==> src/rtl/mm_result_drain_if.sv <==
// Result stream from the matrix-multiplier drain: one 8-bit C element per
// valid/ready transfer, tagged with its row-major index and the overflow snapshot.
interface mm_result_drain_if;
  logic       out_valid;
  logic       out_ready;
  logic [7:0] out_data;
  logic [3:0] out_idx;
  logic       out_last;
  logic       out_ovf;

  modport master (
    output out_valid,
    output out_data,
    output out_idx,
    output out_last,
    output out_ovf,
    input  out_ready
  );

  modport slave (
    input  out_valid,
    input  out_data,
    input  out_idx,
    input  out_last,
    input  out_ovf,
    output out_ready
  );
endinterface

==> src/rtl/mm_result_drain.sv <==
// Waits a settle interval after arm, snapshots the 3x3 C matrix and overflow flag,
// then streams the nine results row-major over a valid/ready handshake.
module mm_result_drain #(
  parameter int SETTLE_CYCLES = 8
) (
  input  logic               clk,
  input  logic               rst_n,
  input  logic               arm,
  input  logic [71:0]        c_in,
  input  logic               ovf_in,
  mm_result_drain_if.master  res,
  output logic               busy,
  output logic               done
);

  typedef enum logic [1:0] {
    ST_IDLE,
    ST_WAIT,
    ST_SEND
  } state_t;

  localparam logic [7:0] LAST_CNT = 8'(SETTLE_CYCLES - 1);
  localparam logic [3:0] LAST_IDX = 4'd8;

  state_t      state;
  logic [7:0]  settle_cnt;
  logic [71:0] snap;
  logic        snap_ovf;
  logic [3:0]  idx;
  logic        valid;

  // The snapshot is loaded only on the final settle edge, so the array may keep
  // changing during the burst without disturbing what is streamed out.
  always_ff @(posedge clk or negedge rst_n) begin
    if (!rst_n) begin
      state      <= ST_IDLE;
      settle_cnt <= 8'd0;
      snap       <= 72'd0;
      snap_ovf   <= 1'b0;
      idx        <= 4'd0;
      valid      <= 1'b0;
      busy       <= 1'b0;
      done       <= 1'b0;
    end else begin
      done <= 1'b0;
      case (state)
        ST_IDLE: begin
          if (arm) begin
            state      <= ST_WAIT;
            settle_cnt <= 8'd0;
            busy       <= 1'b1;
          end
        end
        ST_WAIT: begin
          if (settle_cnt == LAST_CNT) begin
            state      <= ST_SEND;
            settle_cnt <= 8'd0;
            snap       <= c_in;
            snap_ovf   <= ovf_in;
            idx        <= 4'd0;
            valid      <= 1'b1;
          end else begin
            settle_cnt <= settle_cnt + 8'd1;
          end
        end
        ST_SEND: begin
          if (valid && res.out_ready) begin
            if (idx == LAST_IDX) begin
              state <= ST_IDLE;
              valid <= 1'b0;
              busy  <= 1'b0;
              done  <= 1'b1;
            end else begin
              idx <= idx + 4'd1;
            end
          end
        end
        default: begin
          state <= ST_IDLE;
          valid <= 1'b0;
          busy  <= 1'b0;
        end
      endcase
    end
  end

  // Output word is a pure register-driven mux, so valid never depends on ready.
  always_comb begin
    res.out_valid = valid;
    res.out_idx   = idx;
    res.out_data  = snap[{idx, 3'b000} +: 8];
    res.out_last  = valid && (idx == LAST_IDX);
    res.out_ovf   = snap_ovf;
  end

endmodule

==> src/flat_wrapper.sv <==
// flat-port wrapper written by rule: the top's interface ports become plain ports
module mm_result_drain_flat 
#(
  parameter int SETTLE_CYCLES = 8
)
  (clk, rst_n, arm, c_in, ovf_in, busy, done, res_out_valid, res_out_data, res_out_idx, res_out_last, res_out_ovf, res_out_ready);
  mm_result_drain_if res_i ();
  input  logic clk;
  input  logic rst_n;
  input  logic arm;
  input  logic [71:0] c_in;
  input  logic ovf_in;
  output logic busy;
  output logic done;
  output wire logic [$bits(res_i.out_valid)-1:0] res_out_valid;
  output wire logic [$bits(res_i.out_data)-1:0] res_out_data;
  output wire logic [$bits(res_i.out_idx)-1:0] res_out_idx;
  output wire logic [$bits(res_i.out_last)-1:0] res_out_last;
  output wire logic [$bits(res_i.out_ovf)-1:0] res_out_ovf;
  input wire logic [$bits(res_i.out_ready)-1:0] res_out_ready;
  assign res_out_valid = res_i.out_valid;
  assign res_out_data = res_i.out_data;
  assign res_out_idx = res_i.out_idx;
  assign res_out_last = res_i.out_last;
  assign res_out_ovf = res_i.out_ovf;
  assign res_i.out_ready = res_out_ready;
  mm_result_drain #(.SETTLE_CYCLES(SETTLE_CYCLES)) u_core (.clk(clk), .rst_n(rst_n), .arm(arm), .c_in(c_in), .ovf_in(ovf_in), .res(res_i), .busy(busy), .done(done));
endmodule
==> config.mk <==
export PLATFORM = sky130hd
export DESIGN_NAME = mm_result_drain_flat
export DESIGN_NICKNAME = d
export VERILOG_FILES = /design/src/rtl/mm_result_drain_if.sv /design/src/rtl/mm_result_drain.sv /design/src/flat_wrapper.sv
export SDC_FILE = /design/constraint.sdc
export NUM_CORES = 1
export LEC_CHECK = 0
export BUFFER_PORTS_ARGS = -buffer_cell sky130_fd_sc_hd__buf_2
export CAP_MARGIN = 30
export CORE_UTILIZATION = 49
export CTS_CLUSTER_DIAMETER = 120
export DETAILED_ROUTE_END_ITERATION = 10
export GPL_TIMING_DRIVEN = 0
export PLACE_DENSITY = 0.77
export SLEW_MARGIN = 25
export SYNTH_ARGS = -nofsm -noshare
export SYNTH_HDL_FRONTEND = slang
export SYNTH_SLANG_ARGS = --single-unit
==> constraint.sdc <==
create_clock -name clk -period 6.2 [get_ports clk]
set_clock_uncertainty 0.2 [all_clocks]
set_input_delay 0.62 -clock clk [delete_from_list [all_inputs] [get_ports clk]]
set_output_delay 0.62 -clock clk [all_outputs]
set_load 0.02 [all_outputs]
# After elaboration in Yosys (flattened, before gate mapping)
# Cells that the tools add are included.
[word_totals]
out_inout_bits = 17
word_cells = 54
input_bits = 77
memories = 0
ramBits = 0
latch_bits = 0
ff_bits = 90
rom_bits = 0
[classes]
addsub = 2
bitwise_logic = 2
n_reduce_logical = 11
n_eq_ne = 9
muxes = 21
n_shift = 1
n_lt_le_gt_ge = 0
n_div = 0
n_mul = 0
[op_table]
columns = ["operator", "count"]
rows = [
  ["indexed part select 72 x 8 -> 8 bit", 1],
  ["2-to-1 mux 8 bit", 2],
  ["case mux 8 bit (2 select lines)", 1],
  ["AND reduction 4 bit", 4],
  ["2-to-1 mux 4 bit", 3],
  ["adder 8 x 1 -> 8 bit, second input constant", 1],
  ["== test 8 x 3 -> 1 bit, second input constant", 1],
  ["2-to-1 mux 2 bit", 4],
  ["case mux 4 bit (2 select lines)", 1],
  ["2-to-1 mux 1 bit", 7],
  ["!= test 2 x 1 -> 1 bit, second input constant", 3],
  ["case mux 1 bit (3 select lines)", 2],
  ["case mux 2 bit (3 select lines)", 1],
  ["adder 4 x 1 -> 4 bit, second input constant", 1],
  ["== test 4 bit, second input constant", 1],
  ["!= test 2 bit, second input constant", 2],
  ["AND reduction 2 bit", 2],
  ["nonzero test 2 bit", 2],
  ["== test 2 x 1 -> 1 bit, second input constant", 1],
  ["== test 2 bit, second input constant", 1],
  ["logical AND 1 bit", 2],
  ["logical NOT 2 bit", 1],
  ["inverter 1 bit", 2],
]

# Depth between registers and ports, before layout
# Gate-level depths: netlist of the first run.
[logic_depth]
depth_word = 4
depth_mapped = 8
ltp_nobuf = 6

# Worst setup path before layout of the first run
# OpenSTA, ideal clock, no wires.
[synth_path]
kind = "register to output"
start = "reg u_core.idx[0], in the netlist u_core.res.out_idx[0]"
end = "out res_out_last"
path_buffers = 2
t_required_ns = 5.380
stages_incl_launch_ff = 7
setup_slack_ns = 3.654
arrival_ns = 1.726
path_cell_list = "dfrtp_1 > buf_2 > buf_2 > inv_1 > ha_1 > and3b_1 > and2_1"
[synth_between]
elab_chain_cells = 2
[synth_lines]
columns = ["element", "line_no", "rtl"]
rows = [
  ["from (decl)", "mm_result_drain.sv:29", "logic [3:0] idx;"],
  ["from (signal assigned)", "mm_result_drain.sv:74", "idx <= idx + 4'd1;"],
  ["== test 4 bit", "mm_result_drain.sv:92", "res.out_last = valid && (idx == LAST_IDX);"],
  ["logical AND 1 bit", "mm_result_drain.sv:92", ""],
  ["to (decl)", "flat_wrapper.sv:18", "output wire logic [$bits(res_i.out_last)-1:0] res_out_last;"],
]
# No other way between the ends.

# Worst setup path in the final report of the first run
[layout_path]
start = "reg u_core.idx[0], in the netlist u_core.res.out_idx[0]"
end = "out res_out_data[5]"
[layout_between]
elab_chain_cells = 1
[layout_lines]
columns = ["element", "line_no", "rtl"]
rows = [
  ["indexed part select 72 x 8 -> 8 bit", "mm_result_drain.sv:91", "res.out_data = snap[{idx, 3'b000} +: 8];"],
  ["to (decl)", "flat_wrapper.sv:16", "output wire logic [$bits(res_i.out_data)-1:0] res_out_data;"],
]
# No other way between the ends.

==> run metrics, run 1 <==
number of nets in the synthesized netlist=397; summed instance area of the synthesized netlist=4220 µm²; global-route wire length before repair=15200 µm; Most common cell on crit path=sky130_fd_sc_hd__buf_2; area of the core region=8260 µm²; Crit path required time=5380 ps; overall die area=8980 µm²; fin crit share=54.5%; crit path setup slack, layout=2820 ps; clock tree buffer depth=2; portion of the post-synthesis area used by sequential elements=53.4%; effective utilization at floorplan=51.0%; vias in the first global route=2950; cell chosen for the clock root=sky130_fd_sc_hd__clkbuf_8; clock sink count=90; sum of buffers and inverters on the critical path=3; First DRT Iteration DRCs=231; Setup Slack @ Placement=3190 ps; sum of negative setup slack=0 ps; Critical-path top delay cell=sky130_fd_sc_hd__nor4b_2; leading cell type in the layout, fill and taps excluded=sky130_fd_sc_hd__buf_2; number of distinct library cells after synthesis=40; post-DR vias/cell=5.62; worst hold path class=in -> reg; dominant delay contributor by cell family on the critical path=simple AND/OR/NAND/NOR gates; DRC violations left=0; synthesized flop and latch total=90; setup violation total in the final timing report=0; worst max-slew margin expressed relative to the limit=47.3%; number of flops mapped to enable cells by yosys=0; layout-stage area growth over the synthesis result=19.8%; capturing element type of the critical path=output pin; PD cells=253 nW/µm²; number of standard cells after synthesis=316; boundary pin count=94; initial antenna violation count=0; placed inst area=4850 µm²; RSZ-0062 raised after global routing=false; highest-count cells in the layout ignoring fill and taps=sky130_fd_sc_hd__buf_2, sky130_fd_sc_hd__dfrtp_1, sky130_fd_sc_hd__mux2_2, sky130_fd_sc_hd__nand2_1, sky130_fd_sc_hd__mux2_1; XOR/XNOR share of the synthesized area=0%; Fill cells=676; design area=5050 µm²; proportion of synthesized area in mux cells=27.8%; cell type with the largest total area after synthesis=sky130_fd_sc_hd__dfrtp_1; Final min period=3380 ps; Least-Margin Pin Slew=788 ps; final hold violation count=0; Setup Crit Path Kind=reg -> out; nets=503; number of setup buffers added after CTS=0; Overall Global Routing Usage=23.2%; total length of routed wires=9590 µm; final antenna diode count=0; average cell area after synthesis=13.3 µm²; Resized cells post-CTS=0; Worst setup SP type=flip-flop; Detailed Routing Iterations Pass 1=4; latest clock arrival within the worst-skew pair=360 ps; CP Max Fanout=10; largest family of logic cells by synthesized area=multiplexers; highest achievable clock rate=296 MHz; largest stage delay on the critical path=730 ps; width of the die=94.8 µm; sum of net half-perimeters after detailed placement=6950 µm; global route overflow=0; total of hold buffers inserted after clock tree synthesis=1; outcome=complete, no violations; area fraction of the dominant cell type after synthesis=53.4%; Post-synth top flop=sky130_fd_sc_hd__dfrtp_1; CTS clock-pin slew for the worst setup and hold paths=90 ps; CP Cell Sequence=buf_2, buf_2, nor4b_2, nand2_1, nand2_1, buf_2; final-layout worst hold slack=259 ps; arrival time reported for the critical path endpoint=2560 ps; std cell rows=33; post-layout util=61.2%; global placer's final weighted congestion=0.902; buffers added on ports=93; simple-gate share of the synthesized area=8.10%; complex-gate fraction of the synthesized area=6.62%; largest net degree at the start of global routing=47; total number of yosys warnings=0; TritonCTS buffer count=9; remaining antenna violation count after routing=0; CTS tree=yes; Leakage Power=2.28 nW; area share of fa/ha/maj cells after synthesis=1.19%; average wire per cell in the routed design=18.0 µm; cells taking the most area after synthesis=sky130_fd_sc_hd__dfrtp_1, sky130_fd_sc_hd__mux2_2, sky130_fd_sc_hd__mux2_1; share of synthesized registers carrying an async set or reset=100%; worst supply voltage drop on vdd=0.181 mV; share of cells above drive strength 1=44.5%; Max Transition Viols Final=0; die height=94.8 µm; Max-Cap Viols=0; via count=2991; H-tree depth reported by CTS=3
final timing paths:
| path | from | end | slack, ps | cells after the start |
|---|---|---|---|---|
| setup / recovery | u_core.res.out_idx[0]$_DFFE_PN0P_ | res_out_data[5] | 2820 | 6 |
| hold / removal | c_in[8] | u_core.snap[8]$_DFFE_PN0P_ | 260 | 2 |
| setup reg to reg | u_core.res.out_idx[0]$_DFFE_PN0P_ | u_core.res.out_idx[1]$_DFFE_PN0P_ | 3810 | 8 |
| hold reg to reg | u_core.snap[55]$_DFFE_PN0P_ | u_core.snap[55]$_DFFE_PN0P_ | 300 | 1 |
| max in group asynchronous | rst_n | u_core.snap[15]$_DFFE_PN0P_ | 4700 | 3 |
| min in group asynchronous | rst_n | u_core.state[0]$_DFFE_PN0P_ | 540 | 2 |
stage by stage:
step / total power [mW] / cells
5_1_grt: 1.34 / 532
2_1_floorplan: 0.787 / 316
6_report: 1.28 / 532
3_5_place_dp: 0.890 / 515
3_3_place_gp: 0.881 / 514
4_1_cts: 1.28 / 532
cells by family after synthesis:
family                   count (synthesis)
AO/OA/AOI/OAI                           40
adder cells (fa/ha/maj)                  4
buffers and inverters                   22
flip-flops                              90
multiplexers                            97
AND/OR/NAND/NOR                         63
Yosys cell counts (4+ instances only):
cell type / number
sky130_fd_sc_hd__dfrtp_1: 90
sky130_fd_sc_hd__mux2_2: 54
sky130_fd_sc_hd__nand2_1: 29
sky130_fd_sc_hd__mux2_1: 27
sky130_fd_sc_hd__a31oi_1: 11
sky130_fd_sc_hd__nand3_1: 10
sky130_fd_sc_hd__buf_2: 9
sky130_fd_sc_hd__o21ai_0: 9
sky130_fd_sc_hd__mux2i_1: 8
sky130_fd_sc_hd__mux4_2: 8
sky130_fd_sc_hd__o221ai_1: 8
sky130_fd_sc_hd__clkbuf_1: 5
sky130_fd_sc_hd__ha_1: 4
sky130_fd_sc_hd__inv_1: 4
sky130_fd_sc_hd__nor3_1: 4
cell type report:
cell class / count / area [µm²] / share of cell area, %
multi-input cells: 204 / 1840 / 36.5
clock buffers: 10 / 128 / 2.53
flip-flops and latches: 90 / 2250 / 44.6
plain buffers: 18 / 105 / 2.08
repair buffers: 95 / 509 / 10.1
clock inverters: 6 / 66.3 / 1.31
inverters: 4 / 15.0 / 0.297
well taps: 105 / 131 / 2.60
registers in the layout, indices dropped and copies added (netlist names):
signal and flops:
u_core.settle_cnt 8, u_core.res.out_valid 1, u_core.res.out_idx 4, u_core.res.out_ovf 1, u_core.state 2, u_core.done 1
u_core.snap 72, u_core.busy 1
power by group:
group	internal, mW	total (mW)	switching (mW)
clock network	0.187	0.398	0.211
registers	0.615	0.634	0.0194
logic	0.108	0.245	0.138
layer usage:
layer | track usage, % | share of wire (%) | up-vias
met5 | 0 | 0 | -
met4 | 9.72 | 2.2 | 0
met3 | 4.83 | 6.2 | 16
met2 | 35.5 | 48 | 104
met1 | 32.2 | 43 | 1494
li1 | - | - | 1377
No activity file was read; power rests on OpenSTA's default activity.
==> run 2, diff against run 1 <==
Settings changed: PLACE_DENSITY 0.77 to 0.8.
Clock period 6.2 ns to 2.9 ns, I/O delays scaled along.
==> run 2 against run 1 <==
Against the previous run: clock power increased by 140%; register-to-register slack got worse by 3300 ps; non-clock buffer count grew 75; wire length is 17% higher; global-route usage grew 3.6 points; final cell count grew 14%; critical path depth grew 1; highest routed layer unchanged.
==> run metrics, run 2 (synthesis results as in run 1) <==
largest net degree at the start of global routing=57 (+21%); design area=5850 µm² (+16%); First DRT Iteration DRCs=239 (+3.5%); CP Max Fanout=10 (unchanged); Leakage Power=2.62 nW (+15%); outcome=complete, no violations; Final min period=2740 ps; PD cells=502 nW/µm² (+99%); Detailed Routing Iterations Pass 1=4 (unchanged); highest achievable clock rate=365 MHz; TritonCTS buffer count=9 (unchanged); sum of buffers and inverters on the critical path=3 (unchanged); die height=94.8 µm (unchanged); largest stage delay on the critical path=440 ps (-290 ps); Crit path required time=2410 ps (-2970 ps); post-DR vias/cell=5.61 (-0.14%); global placer's final weighted congestion=0.863 (-4.3%); latest clock arrival within the worst-skew pair=360 ps (about the same); highest-count cells in the layout ignoring fill and taps=sky130_fd_sc_hd__buf_2, sky130_fd_sc_hd__dfrtp_1, sky130_fd_sc_hd__dlygate4sd3_1, sky130_fd_sc_hd__mux2_2, sky130_fd_sc_hd__nand2_1; Max Transition Viols Final=0 (unchanged); total instance count after detailed placement=515 (unchanged); placed inst area=4850 µm² (unchanged); vias in the first global route=3606 (+22%); std cell rows=33 (unchanged); global route overflow=0 (unchanged); total length of routed wires=11200 µm (+17%); area occupied by multi-input gates=1850 µm² (+0.48%); layout-stage area growth over the synthesis result=38.8%; number of cells in the finished layout apart from fillers=607 (+14%); share of cells above drive strength 1=38.0% (-6.4 points); DRC violations left=0 (unchanged); Worst setup SP type=flip-flop; dominant delay contributor by cell family on the critical path=buffers and inverters; CTS tree=yes; sum of negative setup slack=0 ps (unchanged); Least-Margin Pin Slew=532 ps (-256 ps); cell chosen for the clock root=sky130_fd_sc_hd__clkbuf_8; nets=578 (+15%); capturing element type of the critical path=output pin; Critical-path top delay cell=sky130_fd_sc_hd__dfrtp_1; final antenna diode count=0 (unchanged); register name with the most flops=u_core.snap; via count=3408 (+14%); fin crit share=94.4%; initial antenna violation count=0 (unchanged); CTS clock-pin slew for the worst setup and hold paths=90 ps (about the same); average wire per cell in the routed design=18.5 µm (+2.7%); remaining antenna violation count after routing=0 (unchanged); worst max-slew margin expressed relative to the limit=64.4% (+17 points); buffers added on ports=93 (unchanged); H-tree depth reported by CTS=3 (unchanged); post-layout util=70.8% (+9.7 points); Largest register FFs=72 (unchanged); clock sink count=90 (unchanged); sum of net half-perimeters after detailed placement=7130 µm (+2.6%); Fill cells=567 (-16%); area of the core region=8260 µm² (unchanged); worst supply voltage drop on vdd=0.391 mV (+120%); worst hold path class=in -> async; Most common cell on crit path=sky130_fd_sc_hd__clkbuf_4; Setup Crit Path Kind=reg -> out; final hold violation count=0 (unchanged); CP Cell Sequence=clkbuf_4, clkbuf_4, mux2i_1, a31oi_1, o221ai_1, nand2_1, buf_2; RSZ-0062 raised after global routing=false; Max-Cap Viols=0 (unchanged); boundary pin count=94 (unchanged); width of the die=94.8 µm (unchanged); overall die area=8980 µm² (unchanged); clock tree buffer depth=2 (unchanged); Seq. cell area=2250 µm² (unchanged); leading cell type in the layout, fill and taps excluded=sky130_fd_sc_hd__buf_2; arrival time reported for the critical path endpoint=2250 ps (-310 ps); global-route wire length before repair=17700 µm (+17%); number of setup buffers added after CTS=0 (unchanged); effective utilization at floorplan=51.0% (unchanged); Overall Global Routing Usage=26.8% (+3.6 points); setup violation total in the final timing report=0 (unchanged)
[run 2: cell types whose count changed in the layout (fill, tap and decap cells not counted), sizes merged]
cell | previous run | this run
dlygate4sd3 | 1 | 76
buf | 107 | 105
clkbuf | 15 | 17
bufinv | 1 | 2
clkinvlp | 3 | 2
[run 2: area by class of cell]
class | count | share of cell area (%)
clock inverter | 6 | 1.52
inverter | 4 | 0.257
clock buffer | 10 | 2.35
sequential | 90 | 38.5
multi-input combinational | 204 | 31.7
tap | 105 | 2.25
timing repair buffer | 170 | 21.5
buffer | 18 | 1.93
[run 2: final timing paths]
path,to,cells past startpoint,start,slack (ps)
max,res_out_data[7],7,u_core.res.out_idx[0]$_DFFE_PN0P_,160
min,u_core.snap[67]$_DFFE_PN0P_,2,rst_n,170
max reg2reg,u_core.res.out_idx[1]$_DFFE_PN0P_,8,u_core.res.out_idx[0]$_DFFE_PN0P_,530
min reg2reg,u_core.snap[54]$_DFFE_PN0P_,1,u_core.snap[54]$_DFFE_PN0P_,300
max in group asynchronous,u_core.snap[7]$_DFFE_PN0P_,3,rst_n,1750
min in group clk,u_core.snap[54]$_DFFE_PN0P_,1,u_core.snap[54]$_DFFE_PN0P_,300
[run 2: through the flow]
step / power (mW) / setup slack, ps / hold slack [ps]
floorplan: 1.68 / 684 / -206
global placement: 1.88 / 323 / 271
detailed placement: 1.90 / 302 / 1.96
CTS: 2.93 / 52.3 / 178
global route: 3.05 / 30.0 / 195
finish: 2.94 / 161 / 168
[run 2: worst reg2reg max path: stages, from the launching register on]
cell	delay (ps)
sky130_fd_sc_hd__dfrtp_1	440
sky130_fd_sc_hd__clkbuf_4	310
sky130_fd_sc_hd__clkbuf_4	290
sky130_fd_sc_hd__inv_1	70
sky130_fd_sc_hd__ha_1	200
sky130_fd_sc_hd__nand3b_1	170
sky130_fd_sc_hd__nand2_1	140
sky130_fd_sc_hd__and2_1	200
sky130_fd_sc_hd__a32o_1	220
[run 2: power breakdown]
group          switching [mW]  internal (mW)
Combinational           0.323          0.300
Sequential             0.0431           1.31
Clock                   0.448          0.510
[run 2: routing by layer]
layer / global-route usage (%) / part of all wire [%] / vias up
li1: - / - / 1529
met4: 13.6 / 4.1 / 0
met2: 45.1 / 51 / 136
met5: 0 / 0 / -
met1: 32.4 / 39 / 1705
met3: 5.64 / 5.8 / 38
[run 2: timing repair]
item                                    CTS  global route
endpoints found under the setup margin    8             7
hold buffers                             76             0
pin swaps                                 0             0
hold endpoints to repair                165             0
resized for setup                         2             2
